File: config.mk
export PLATFORM = sky130hd
export DESIGN_NAME = step_move_sequencer
export DESIGN_NICKNAME = d
export VERILOG_FILES = /design/src/rtl/step_move_sequencer.sv
export SDC_FILE = /design/constraint.sdc
export NUM_CORES = 1
export LEC_CHECK = 0
export CELL_PAD_IN_SITES_DETAIL_PLACEMENT = 1
export CELL_PAD_IN_SITES_GLOBAL_PLACEMENT = 1
export CORE_UTILIZATION = 25
export DETAILED_ROUTE_END_ITERATION = 16
export GPL_TIMING_DRIVEN = 0
export MAX_ROUTING_LAYER = met4
export PLACE_DENSITY_LB_ADDON = 0.15
export SETUP_SLACK_MARGIN = 0.4
export SLEW_MARGIN = 20
export SYNTH_ARGS = -nofsm -noshare
export SYNTH_HDL_FRONTEND = slang
export SYNTH_SLANG_ARGS = --single-unit
File: constraint.sdc
create_clock -name clk -period 7 [get_ports clk]
set_input_delay 0.7 -clock clk [delete_from_list [all_inputs] [get_ports clk]]
set_output_delay 0.7 -clock clk [all_outputs]
set_load 0.02 [all_outputs]
File: src/rtl/step_move_sequencer.sv
// Single-move STEP/DIR sequencer for an A4988 driver: latches one command, waits the
// DIR/MS setup time, issues exactly n_steps full-width STEP pulses, then pulses done.
module step_move_sequencer #(
  parameter int CNT_W         = 16,
  parameter int PER_W         = 24,
  parameter int STEP_HIGH_CYC = 100,
  parameter int DIR_SETUP_CYC = 50
) (
  input  logic             clk,
  input  logic             rst,
  input  logic             start,
  input  logic             dir_in,
  input  logic [2:0]       ms_sel,
  input  logic [CNT_W-1:0] n_steps,
  input  logic [PER_W-1:0] period,
  input  logic             abort,
  output logic             STEP,
  output logic             DIR,
  output logic [2:0]       MS,
  output logic             busy,
  output logic             done,
  output logic             aborted,
  output logic [CNT_W-1:0] steps_left
);

  localparam logic [2:0] S_IDLE  = 3'd0;
  localparam logic [2:0] S_SETUP = 3'd1;
  localparam logic [2:0] S_HI    = 3'd2;
  localparam logic [2:0] S_LO    = 3'd3;
  localparam logic [2:0] S_DONE  = 3'd4;

  localparam logic [PER_W-1:0] MIN_PER      = PER_W'(2 * STEP_HIGH_CYC);
  localparam logic [PER_W-1:0] HI_RELOAD    = PER_W'(STEP_HIGH_CYC - 1);
  localparam logic [PER_W-1:0] SETUP_RELOAD = PER_W'(DIR_SETUP_CYC - 1);
  localparam logic [PER_W-1:0] LO_OFFSET    = PER_W'(STEP_HIGH_CYC + 1);

  logic [2:0]       state;
  logic [PER_W-1:0] cnt;
  logic [PER_W-1:0] lo_reload;
  logic             abort_pend;
  logic [PER_W-1:0] eff_per;
  logic [PER_W-1:0] lo_next;

  function automatic logic [2:0] ms_map(input logic [2:0] sel);
    case (sel)
      3'b000:  ms_map = 3'b000;
      3'b001:  ms_map = 3'b100;
      3'b010:  ms_map = 3'b010;
      3'b011:  ms_map = 3'b110;
      3'b100:  ms_map = 3'b111;
      default: ms_map = 3'b000;
    endcase
  endfunction

  // Clamping the period keeps the LO phase at least as long as the HI phase.
  assign eff_per = (period < MIN_PER) ? MIN_PER : period;
  assign lo_next = eff_per - LO_OFFSET;

  // NOTE: all state is updated with non-blocking assignments so every branch reads pre-edge values.
  always_ff @(posedge clk or posedge rst) begin
    if (rst) begin
      state      <= S_IDLE;
      cnt        <= '0;
      lo_reload  <= '0;
      abort_pend <= 1'b0;
      STEP       <= 1'b0;
      DIR        <= 1'b0;
      MS         <= 3'b000;
      busy       <= 1'b0;
      done       <= 1'b0;
      aborted    <= 1'b0;
      steps_left <= '0;
    end else begin
      done <= 1'b0;
      case (state)
        S_IDLE: begin
          if (start) begin
            DIR        <= dir_in;
            MS         <= ms_map(ms_sel);
            steps_left <= n_steps;
            lo_reload  <= lo_next;
            aborted    <= 1'b0;
            abort_pend <= 1'b0;
            if (n_steps == '0) begin
              state <= S_DONE;
              done  <= 1'b1;
            end else begin
              state <= S_SETUP;
              busy  <= 1'b1;
              cnt   <= SETUP_RELOAD;
            end
          end
        end
        S_SETUP: begin
          if (abort) begin
            state   <= S_DONE;
            done    <= 1'b1;
            busy    <= 1'b0;
            aborted <= 1'b1;
          end else if (cnt == '0) begin
            state <= S_HI;
            STEP  <= 1'b1;
            cnt   <= HI_RELOAD;
          end else begin
            cnt <= cnt - PER_W'(1);
          end
        end
        S_HI: begin
          // An abort during HI is remembered so the pulse still finishes at full width.
          if (abort) abort_pend <= 1'b1;
          if (cnt == '0) begin
            STEP       <= 1'b0;
            steps_left <= steps_left - CNT_W'(1);
            if (abort || abort_pend) begin
              state   <= S_DONE;
              done    <= 1'b1;
              busy    <= 1'b0;
              aborted <= 1'b1;
            end else begin
              state <= S_LO;
              cnt   <= lo_reload;
            end
          end else begin
            cnt <= cnt - PER_W'(1);
          end
        end
        S_LO: begin
          if (abort) begin
            state   <= S_DONE;
            done    <= 1'b1;
            busy    <= 1'b0;
            aborted <= 1'b1;
          end else if (cnt == '0) begin
            if (steps_left != '0) begin
              state <= S_HI;
              STEP  <= 1'b1;
              cnt   <= HI_RELOAD;
            end else begin
              state <= S_DONE;
              done  <= 1'b1;
              busy  <= 1'b0;
            end
          end else begin
            cnt <= cnt - PER_W'(1);
          end
        end
        S_DONE:  state <= S_IDLE;
        default: state <= S_IDLE;
      endcase
    end
  end

endmodule

==> metrics, run 1 <==
die width 138.3 um; die height 138.3 um; Post-Syn Instances 566; area share of the largest cell type after synthesis 0.4095; share of cells above drive strength 1 0.06759; Synth Net Count 617; DP HPWL 13170 um; Worst-Margin Slew 0.9750 ns; Max VDD drop 0.1347 mV; Final ANT Viol Nets 0; TritonCTS Buffers 9; main area contributors after synthesis dfrtp_1 41%, o21ai_0 7.3%, nand2_1 6.1%; IO buf count 70; PnR worst setup slack 2.769 ns; H-tree depth 3; sequential share of power 0.324; sequential area share after synthesis 0.4095; Ys Warns 0; Yosys top cell by area dfrtp_1; WL/cell 19.72 um; RePlAce Congestion 0.8249; worst path required time 7.23 ns; Max Slew Vio Count 0; clock skew 0.007117 ns; count of final hold-check violations 0; die area 0.01913 sq mm; Combinational Power Share 0.476; setup violators final 0; internal power 1299 uW; Post-CTS Resized 0; CTS Root Cell clkbuf_16; Initial Utilization 0.2568; top-count cell post-synth dfrtp_1; synthesized area 0.004644 sq mm; final setup TNS 0 ns; IO Count 72; worst skew pair latency 0.35 ns; row cnt 49; fin crit share 0.6044; clk sinks 76; first-pass GRT wire length 28050 um; Avg Inst Size Synth 8.206 sq um; post-layout minimum cycle time 4.231 ns; violated checks design-rule violations; number of synthesized flops with an enable pin 0; drt pass-1 iters 12; antenna cell count 0; Post-Route WL 17360 um; hold_ws 0.4930 ns; CTS tree yes; kind of critical path in2reg; largest net degree at the start of global routing 41; drt via density 5.301; antenna violations before repair 0; Startpoint Class input pin; clock power share 0.200; Clock Pin Slew Worst Setup and Hold Paths 0.06 ns; Tightest Hold Check Type reg2reg; Synth async-reset ratio 1.000; flop2flop setup slack 3.46 ns; Max Cap Viol 0; crit-path max FO 9; Commonest cells post-synth 76 x dfrtp_1, 75 x nand2_1, 68 x o21ai_0; CP Capture Type flop; FF+latch count, synth 76; Yosys cell types 65; Rel. slew slack 0.3450; Sw Ratio 0.4549; Leakage 0.002303 uW; post-place setup slack 2.371 ns; Max Fclk 0.2364 GHz; Net Switching 1084 uW; crit path DAT 4.46 ns; clock buffer depth 2; core area 0.01809 sq mm; residual DRC count 5; vias in the first global route 4832; Top FF cell, synth dfrtp_1; Layout area overhead 28.13%; RSZ-0062 raised after global routing no; initial drt markers 245; status complete, but fails checks; Nets 699; setup bufs post-CTS 0; via count 4665; Overflow after GRT 0; Tot GR Track Use 0.1947; # hold bufs at CTS 0; Cell Pwr Density 400.4 mW/mm^2
[critical path, stage by stage]
cell	delay (ns)
clkdlybuf4s50_1	0.47
or3_4	0.42
or4_4	0.53
or4b_4	0.60
nand2_1	0.10
ha_1	0.19
inv_1	0.07
a211o_1	0.31
nand3_1	0.31
mux2_2	0.38
a221oi_1	0.31
nor2_1	0.07
[layout make-up]
cell class,instances,area (sq um)
timing repair buffer,71,720.7
sequential,76,1902
clock buffer,10,239.0
inverter,11,43.79
tap,229,286.5
multi-input combinational,451,2585
fill,2148,12140
clock inverter,4,51.30
buffer,28,122.6
[per-layer routing]
metal | vias up | track usage | share of wire
met1 | 2342 | 0.2638 | 0.49
li1 | 2249 | - | -
met4 | 0 | 0.05500 | 0.0069
met2 | 67 | 0.3011 | 0.47
met5 | - | - | 0
met3 | 7 | 0.02840 | 0.031
[logic make-up after synthesis]
kind of cell	share of synthesized area
flip-flops	0.4095
AND/OR/NAND/NOR	0.2629
multiplexers	0.002424
AO/OA/AOI/OAI	0.2441
buffers and inverters	0.03529
adder cells (fa/ha/maj)	0.008083
XOR/XNOR	0.03772
[registers in the layout, indices dropped and copies added (netlist names), 3 cells and up]
register and cells:
state 3, lo_reload 24, MS 3, cnt 24, steps_left 16
[stage by stage]
step | std cells | utilization | instance area, sq um | total power [uW]
floorplan | 566 | - | 4644 | 1413
global placement | 865 | 0.3114 | 5632 | 1883
detailed placement | 866 | 0.3130 | 5660 | 1915
CTS | 880 | 0.3290 | 5951 | 2402
global route | 880 | 0.3290 | 5951 | 2551
finish | 880 | 0.3290 | 5951 | 2383
[placed cells by master, fill, tap and decap left out, drive strengths merged, types with 4 or more instances in the layout]
master / n
nor3: 29
o311ai: 4
dfrtp: 76
nand3b: 4
o21a: 6
nand2: 76
nor2: 61
or2: 4
xor2: 8
inv: 11
o211ai: 4
buf: 9
o31ai: 11
nor4: 17
nand4: 7
clkbuf: 30
a31oi: 14
o22a: 5
o21ai: 71
a22oi: 5
or3: 10
clkdlybuf4s50: 70
nor2b: 4
o22ai: 6
xnor2: 12
a21oi: 34
nor3b: 4
nand3: 15
[worst paths after layout]
| kind | from | to | cells after the start |
|---|---|---|---|
| min reg2reg | lo_reload[3] | lo_reload[3] | 2 |
| max in group asynchronous | rst | cnt[14] | 3 |
| min in group asynchronous | rst | steps_left[5] | 2 |
| max reg2reg | cnt[0] | steps_left[8] | 8 |
| min | lo_reload[3] | lo_reload[3] | 2 |
| max | period[16] | lo_reload[8] | 12 |
[power groups by stage]
| stage | clock network, uW | registers [uW] | logic, uW |
|---|---|---|---|
| after floorplan | 0 | 790 | 623 |
| after global placement | 0 | 773 | 1110 |
| after detailed placement | 0 | 776 | 1140 |
| after CTS | 486 | 771 | 1140 |
| after global routing | 503 | 795 | 1250 |
| final | 476 | 772 | 1130 |
Power figures use the tool's default switching activity.
==> run 2, diff against run 1 <==
- clock period: 7 -> 4.4 ns (I/O delays scaled with it)
==> metrics, run 2 (synthesis results as in run 1) <==
Critical Path Source period[16]; Layout area overhead 28.39%; initial drt markers 243; met3 usage 0.01974; top flop regs cnt: 24 flops, lo_reload: 24 flops, steps_left: 16 flops; antenna cell count 0; drt pass-1 iters 12; WL/cell 19.75 um; Rel. slew slack 0.3724; Tightest Hold Check Type in2async; violated checks design-rule violations; Tot GR Track Use 0.1942; status complete, but fails checks; row cnt 49; Net Switching 1731 uW; worst path required time 4.63 ns; clk sinks 76; Initial Utilization 0.2568; clock skew 0.008376 ns; GR Layer Usage met2 0.3038; Leakage 0.002306 uW; setup violators final 0; Post-Route WL 17380 um; die height 138.3 um; die area 0.01913 sq mm; commonest non-fill, non-tap cell in the layout dfrtp_1; count of final hold-check violations 0; Clock Pin Slew Worst Setup and Hold Paths 0.06 ns; Setup crit end lo_reload[8]; Overflow after GRT 0; sequential share of power 0.323; Startpoint Class input pin; post-layout minimum cycle time 3.815 ns; IO Count 72; vias in the first global route 4809; commonest cells after routing, fill and taps aside 76 x dfrtp_1, 75 x nand2_1, 70 x clkdlybuf4s50_1; Sw Ratio 0.4558; via count 4670; CTS tree yes; CTS Root Cell clkbuf_16; clock buffer depth 2; first-pass GRT wire length 28060 um; Max Fclk 0.2621 GHz; antenna violations before repair 0; Combinational Power Share 0.477; IO buf count 70; Worst-Margin Slew 0.9342 ns; crit-path max FO 9; fin crit share 0.8671; Final ANT Viol Nets 0; PnR worst setup slack 0.5849 ns; R2R depth 8; worst skew pair latency 0.35 ns; RSZ-0062 raised after global routing no; busiest grt layer met2; drt via density 5.307; H-tree depth 3; GRT met1 Usage 0.2654; CP Capture Type flop; post-place setup slack 0.03067 ns; flop2flop setup slack 0.90 ns; die width 138.3 um; post-route cell area 0.005963 sq mm; DP HPWL 13170 um; clock power share 0.200; Placed Instances 866; Layout Cells excl Fill 880; placed cell area 0.005660 sq mm; final setup TNS 0 ns; Max Cap Viol 0; largest net degree at the start of global routing 41; residual DRC count 5; Cell Pwr Density 636.9 mW/mm^2; total power 3798 uW; RePlAce Congestion 0.8249; Max VDD drop 0.2144 mV; Nets 699; share of cells above drive strength 1 0.06912; TritonCTS Buffers 9; Critical R2R Launch cnt[0]; internal power 2067 uW; kind of critical path in2reg; core area 0.01809 sq mm; setup bufs post-CTS 0; crit path DAT 4.05 ns; reg2reg end steps_left[8]; Max Slew Vio Count 0
[run 2: cell counts in the layout (fill, tap and decap cells not counted)]
No cell type changed its count.
[run 2: per-stage QoR]
step	hold slack, ns	util
after floorplan	0.4449	-
after global placement	0.4775	0.3114
after detailed placement	0.4906	0.3130
after CTS	0.5044	0.3293
after global routing	0.5138	0.3297
final	0.4928	0.3297
[run 2: how the worst min path moves through the flow]
stage                         end  depth (start not counted)  slack [ns]          from
finish              steps_left[5]                          2        0.49           rst
global route         lo_reload[4]                          2        0.51  lo_reload[4]
CTS                  lo_reload[9]                          2        0.50  lo_reload[9]
detailed placement   lo_reload[9]                          2        0.49  lo_reload[9]
global placement            MS[0]                          2        0.48         MS[0]
floorplan            lo_reload[1]                          2        0.44  lo_reload[1]
[run 2: layer usage]
| metal | part of all wire | vias up |
|---|---|---|
| li1 | - | 2249 |
| met2 | 0.47 | 87 |
| met1 | 0.49 | 2324 |
| met5 | 0 | - |
| met3 | 0.034 | 10 |
| met4 | 0.012 | 0 |
[run 2: power groups by stage]
stage	logic, uW	clock network (uW)	registers, uW
after global placement	1770	0	1230
after detailed placement	1810	0	1230
final	1810	759	1230
after floorplan	991	0	1260
after CTS	1820	773	1230
after global routing	1990	796	1270
[run 2: final cells by class]
class	count	area, sq um
plain buffers	28	122.6
clock buffers	10	239.0
well taps	229	286.5
flip-flops and latches	76	1902
repair buffers	71	720.7
clock inverters	4	51.30
inverters	11	43.79
multi-input cells	451	2597
fillers	2149	12120
[run 2: worst max-delay path, stage by stage]
cell,delay (ns)
clkdlybuf4s50_1,0.47
or3_4,0.42
or4_4,0.53
or4b_4,0.60
nand2_1,0.10
ha_1,0.19
inv_1,0.07
a211o_1,0.34
nand3_4,0.16
mux2_2,0.35
a221oi_1,0.31
nor2_1,0.07
[run 2: timing repair]
action / CTS / global route
endpoints found under the setup margin: 1 / 1
gates resized for setup: 1 / 1
hold endpoints to repair: 0 / 0
hold buffers: 0 / 0
pin swaps: 0 / 0
==> RTL change 1 (settings of run 2) <==
Change the parameter `CNT_W` from 16 to 32.
--- a/src/rtl/step_move_sequencer.sv
+++ b/src/rtl/step_move_sequencer.sv
@@ -1,7 +1,7 @@
 // Single-move STEP/DIR sequencer for an A4988 driver: latches one command, waits the
 // DIR/MS setup time, issues exactly n_steps full-width STEP pulses, then pulses done.
 module step_move_sequencer #(
-  parameter int CNT_W         = 16,
+  parameter int CNT_W         = 32,
   parameter int PER_W         = 24,
   parameter int STEP_HIGH_CYC = 100,
   parameter int DIR_SETUP_CYC = 50
Interface: changed (resized n_steps and steps_left); port bits go from 72 to 104. No check against the original RTL was run, so the function may have changed too.
==> RTL change 1 against run 2 <==
Design area is 28% higher; wire length is 27% higher; clock power is 3.0% higher; clock skew is 0.0078 ns higher; setup slack better by 0.031 ns; first-iteration DRC count is 83% higher; sequential cell count is 16 higher; die area is 25% higher; total power is 26% higher; synthesized area is 25% higher; final cell count is 23% higher; highest routed layer unchanged.
==> RTL change 1: results <==
<?xml version="1.0" encoding="UTF-8"?>
<metrics>
  <group name="clocking">
    <metric name="clk_slew_on_worst_s_h_paths" unit="ns">0.08</metric>
  </group>
  <group name="worst_setup_path">
    <metric name="timing.reg2reg.setup_slack" unit="ns">0.62</metric>
    <metric name="worst-path-max-fanout" unit="">7</metric>
    <metric name="crit_path_top_delay_cell" unit="">a211oi_2</metric>
    <metric name="worst_path_largest_cell_delay" unit="ns">0.71</metric>
  </group>
  <group name="finish">
    <metric name="nNetsFinal" unit="">862</metric>
    <metric name="top_regs" unit="">steps_left: 32 flops, cnt: 24 flops, lo_reload: 24 flops</metric>
    <metric name="final_layout_size_suffix_gt1_share" unit="%">6.38</metric>
  </group>
  <group name="logic_synthesis">
    <metric name="synth-adder-area-share" unit="%">0.862</metric>
    <metric name="yosysUniqueCellTypes" unit="">63</metric>
    <metric name="yosys.area_share.xor_xnor" unit="%">3.17</metric>
    <metric name="yosys-top-cells-count" unit="">dfrtp_1 (92), nand2_1 (73), o21ai_0 (56)</metric>
    <metric name="synth.yosys.seq_area_share" unit="%">39.6</metric>
    <metric name="post_synth_main_area_contributors" unit="">dfrtp_1 (40%), o21ai_0 (4.8%), nand2_1 (4.7%), mux2i_1 (4.5%), a22oi_1 (3.2%)</metric>
  </group>
  <group name="grt">
    <metric name="grtUsageMet2" unit="%">29.2</metric>
    <metric name="maximum_number_of_pins_on_one_net_before_global_route_repair" unit="">51</metric>
    <metric name="met1_usage" unit="%">27.8</metric>
    <metric name="grt_usage" unit="%">19.7</metric>
    <metric name="met3_usage" unit="%">2.10</metric>
    <metric name="grt_pass1_wl" unit="mm">35.5</metric>
    <metric name="first_global_vias" unit="">6098</metric>
  </group>
  <group name="run_status">
    <metric name="result_of_the_run" unit="">complete, no violations</metric>
  </group>
  <group name="power_and_ir_drop">
    <metric name="power.density" unit="mW/mm²">630</metric>
    <metric name="irDropWorstVdd" unit="mV">0.201</metric>
    <metric name="pg_clk" unit="µW">782</metric>
    <metric name="comb-power" unit="µW">2400</metric>
  </group>
  <group name="detailed_routing">
    <metric name="post_detailed_routing_wire_length" unit="mm">22.1</metric>
    <metric name="drt_first_iter_violations" unit="">445</metric>
    <metric name="drt-pass1-iter-count" unit="">5</metric>
    <metric name="met2_wirelength" unit="mm">9.86</metric>
    <metric name="met3RoutedLength" unit="µm">720</metric>
    <metric name="wire_per_inst" unit="µm">20.4</metric>
  </group>
  <group name="sta">
    <metric name="worst_case_hold_slack" unit="ns">0.479</metric>
    <metric name="worst_pin_slew" unit="ns">0.933</metric>
    <metric name="min_period_over_period" unit="%">86.0</metric>
    <metric name="fin_worst_skew" unit="ns">0.0162</metric>
  </group>
  <group name="placed_design">
    <metric name="gp_congestion" unit="">0.893</metric>
    <metric name="place_worst_setup_slack" unit="ns">-0.229</metric>
    <metric name="port_buffers" unit="">103</metric>
    <metric name="placed_cells" unit="">1066</metric>
  </group>
</metrics>
==> RTL change 1: cell count changes after synthesis, moves of 13 or more <==
| cell | run 2 | this run |
|---|---|---|
| mux2i_1 | 0 | 26 |
| dfrtp_1 | 76 | 92 |
| nand3_1 | 15 | 35 |
| a22oi_1 | 5 | 25 |
| nor2_1 | 61 | 48 |
| clkbuf_1 | 20 | 34 |
==> RTL change 1: final cells by class <==
type / instances / area share [%]
repair buffers: 107 / 14.2
multi-input cells: 531 / 44.1
well taps: 285 / 4.69
clock inverters: 6 / 0.625
clock buffers: 10 / 3.14
inverters: 11 / 0.609
flip-flops and latches: 92 / 30.3
plain buffers: 42 / 2.32
==> RTL change 1: per-stage QoR <==
step | util (%) | setup TNS, ns
2_1_floorplan | - | 0
3_3_place_gp | 31.7 | -30.98
3_5_place_dp | 31.9 | -1.04
4_1_cts | 33.3 | 0
5_1_grt | 33.5 | 0
6_report | 33.5 | 0
==> RTL change 1: timing repair <==
action / 4_1_cts / 5_1_grt
gates resized for setup: 1 / 10
setup endpoints to repair: 7 / 7
pin swaps: 1 / 1
buffers inserted: 2 / 0
==> RTL change 1: final timing paths <==
| path | to | cells after the start | from |
|---|---|---|---|
| worst min-delay path | steps_left[24]$_DFFE_PP0P_ | 2 | rst |
| min in group clk | lo_reload[15]$_DFFE_PP0P_ | 2 | lo_reload[15]$_DFFE_PP0P_ |
| worst max-delay path | cnt[17]$_DFFE_PP0P_ | 9 | steps_left[0]$_DFFE_PP0P_ |
| max in group asynchronous | cnt[17]$_DFFE_PP0P_ | 3 | rst |
| worst max register to register | cnt[17]$_DFFE_PP0P_ | 9 | steps_left[0]$_DFFE_PP0P_ |
| worst min register to register | lo_reload[15]$_DFFE_PP0P_ | 2 | lo_reload[15]$_DFFE_PP0P_ |
==> RTL change 2 (flow settings as in run 2) <==
Made on the original files. Register the output `MS` once more; this adds one clock of latency there. The other outputs are not delayed to match.
--- a/src/rtl/step_move_sequencer.sv
+++ b/src/rtl/step_move_sequencer.sv
@@ -34,6 +34,8 @@
   localparam logic [PER_W-1:0] SETUP_RELOAD = PER_W'(DIR_SETUP_CYC - 1);
   localparam logic [PER_W-1:0] LO_OFFSET    = PER_W'(STEP_HIGH_CYC + 1);
 
+  logic [2:0] MS_s0;
+
   logic [2:0]       state;
   logic [PER_W-1:0] cnt;
   logic [PER_W-1:0] lo_reload;
@@ -65,7 +67,7 @@
       abort_pend <= 1'b0;
       STEP       <= 1'b0;
       DIR        <= 1'b0;
-      MS         <= 3'b000;
+      MS_s0      <= 3'b000;
       busy       <= 1'b0;
       done       <= 1'b0;
       aborted    <= 1'b0;
@@ -76,7 +78,7 @@
         S_IDLE: begin
           if (start) begin
             DIR        <= dir_in;
-            MS         <= ms_map(ms_sel);
+            MS_s0      <= ms_map(ms_sel);
             steps_left <= n_steps;
             lo_reload  <= lo_next;
             aborted    <= 1'b0;
@@ -150,5 +152,9 @@
     end
   end
 
+  always_ff @(posedge clk) begin
+    MS <= MS_s0;
+  end
+
 endmodule
 
Check against the original RTL: not equivalent (Yosys sat finds a counterexample within 4 cycles, from zero or initial values and one cycle with rst high).
==> RTL change 2 against run 2 <==
Register-to-register slack improved by 0.17 ns; final cell count is 0.91% higher; largest cell class unchanged; die area increased by 1.6%; via count grew 0.73%; synthesized cell count up 1.1%; wire length is 4.5% lower; sequential cell count rose by 3; setup slack better by 0.18 ns; synthesized area rose by 1.6%; total power is 0.69% lower; count of clock-buffer cells in the layout grew 1; design area is 2.0% higher.
==> RTL change 2: results <==
<?xml version="1.0" encoding="UTF-8"?>
<metrics>
  <group name="run_status">
    <metric name="result_of_the_run" unit="">complete, no violations</metric>
  </group>
  <group name="logic_synthesis">
    <metric name="multiplexer_fraction_of_the_synthesized_cell_area" unit="%">0.424</metric>
    <metric name="yosys.area_share.xor_xnor" unit="%">3.34</metric>
    <metric name="syn-num-nets" unit="">623</metric>
    <metric name="synth_compound_gate_area_share" unit="%">24.6</metric>
    <metric name="postSynth.asyncResetShare" unit="%">96.2</metric>
    <metric name="yosys-top-cells-count" unit="">dfrtp_1 (76), o21ai_0 (68), nor2_1 (64)</metric>
    <metric name="synth-adder-area-share" unit="%">0.795</metric>
    <metric name="yosysUniqueCellTypes" unit="">67</metric>
  </group>
  <group name="finish">
    <metric name="nNetsFinal" unit="">705</metric>
    <metric name="final_layout_size_suffix_gt1_share" unit="%">7.13</metric>
    <metric name="filler_cell_count" unit="">2135</metric>
  </group>
  <group name="sta">
    <metric name="worst_case_hold_slack" unit="ns">0.378</metric>
    <metric name="relSlewSlack" unit="%">36.5</metric>
    <metric name="fin_worst_skew" unit="ns">0.00763</metric>
  </group>
  <group name="power_and_ir_drop">
    <metric name="irDropWorstVdd" unit="mV">0.226</metric>
    <metric name="internal_power" unit="µW">2130</metric>
  </group>
  <group name="grt">
    <metric name="first_global_vias" unit="">4791</metric>
    <metric name="grt_pass1_wl" unit="mm">27.1</metric>
    <metric name="maximum_number_of_pins_on_one_net_before_global_route_repair" unit="">54</metric>
    <metric name="grt_usage" unit="%">18.3</metric>
  </group>
  <group name="worst_setup_path">
    <metric name="timing.reg2reg.setup_slack" unit="ns">1.07</metric>
    <metric name="crit_path_top_delay_cell" unit="">or4_1</metric>
    <metric name="critical_path.endpoint" unit="">lo_reload[22]$_DFFE_PP0P_</metric>
    <metric name="worst_setup_path_startpoint" unit="">period[20]</metric>
    <metric name="r2r_path_end" unit="">cnt[15]$_DFFE_PP0P_</metric>
    <metric name="worst-r2r-cell-count" unit="">9</metric>
    <metric name="worst-endpoint-arrival" unit="ns">3.84</metric>
  </group>
  <group name="detailed_routing">
    <metric name="drt-pass1-iter-count" unit="">4</metric>
    <metric name="vias" unit="">4704</metric>
  </group>
  <group name="placed_design">
    <metric name="placed_instance_area" unit="mm²">0.00574</metric>
  </group>
</metrics>
==> RTL change 2: per-stage QoR <==
step                      instances  util [%]  setup WS [ns]
after floorplan                 572         -           1.26
after global placement          871      31.3          0.119
after detailed placement        872      31.5         0.0796
after CTS                       888      33.3          0.438
after global routing            888      33.4          0.445
final                           888      33.4          0.765
==> RTL change 2: critical path: cells and delay by family <==
family	cells	cell delay, ns
simple gates	7	2.03
xor+xnor	1	0.13
fa+ha+maj	1	0.19
compound gates	2	0.60
buf+inv	1	0.45
==> RTL change 2: power by group through the flow <==
stage | logic [µW] | clock network [µW] | registers (µW)
floorplan | 929 | 0 | 1280
global placement | 1650 | 0 | 1250
detailed placement | 1690 | 0 | 1260
CTS | 1700 | 848 | 1250
global route | 1870 | 881 | 1280
finish | 1700 | 827 | 1250
==> RTL change 2: kinds of logic after synthesis <==
logic type,count (synthesis)
AND/OR/NAND/NOR,239
multiplexers,2
adder cells (fa/ha/maj),3
flip-flops,79
XOR/XNOR,18
buffers and inverters,41
AO/OA/AOI/OAI,190
==> RTL change 2: cell type report <==
cell class,instances,share of cell area (%)
multi-input combinational,452,42.7
sequential,79,32.3
timing repair buffer,71,12.0
tap,229,4.71
clock buffer,11,3.99
buffer,29,2.26
clock inverter,5,1.34
inverter,12,0.782
==> RTL change 2: layer usage <==
metal / global-route usage [%] / part of all wire, % / vias up
li1: - / - / 2267
met1: 25.2 / 51 / 2346
met2: 27.6 / 45 / 73
met3: 2.03 / 2.6 / 18
met4: 6.37 / 1.5 / 0
met5: - / 0 / -
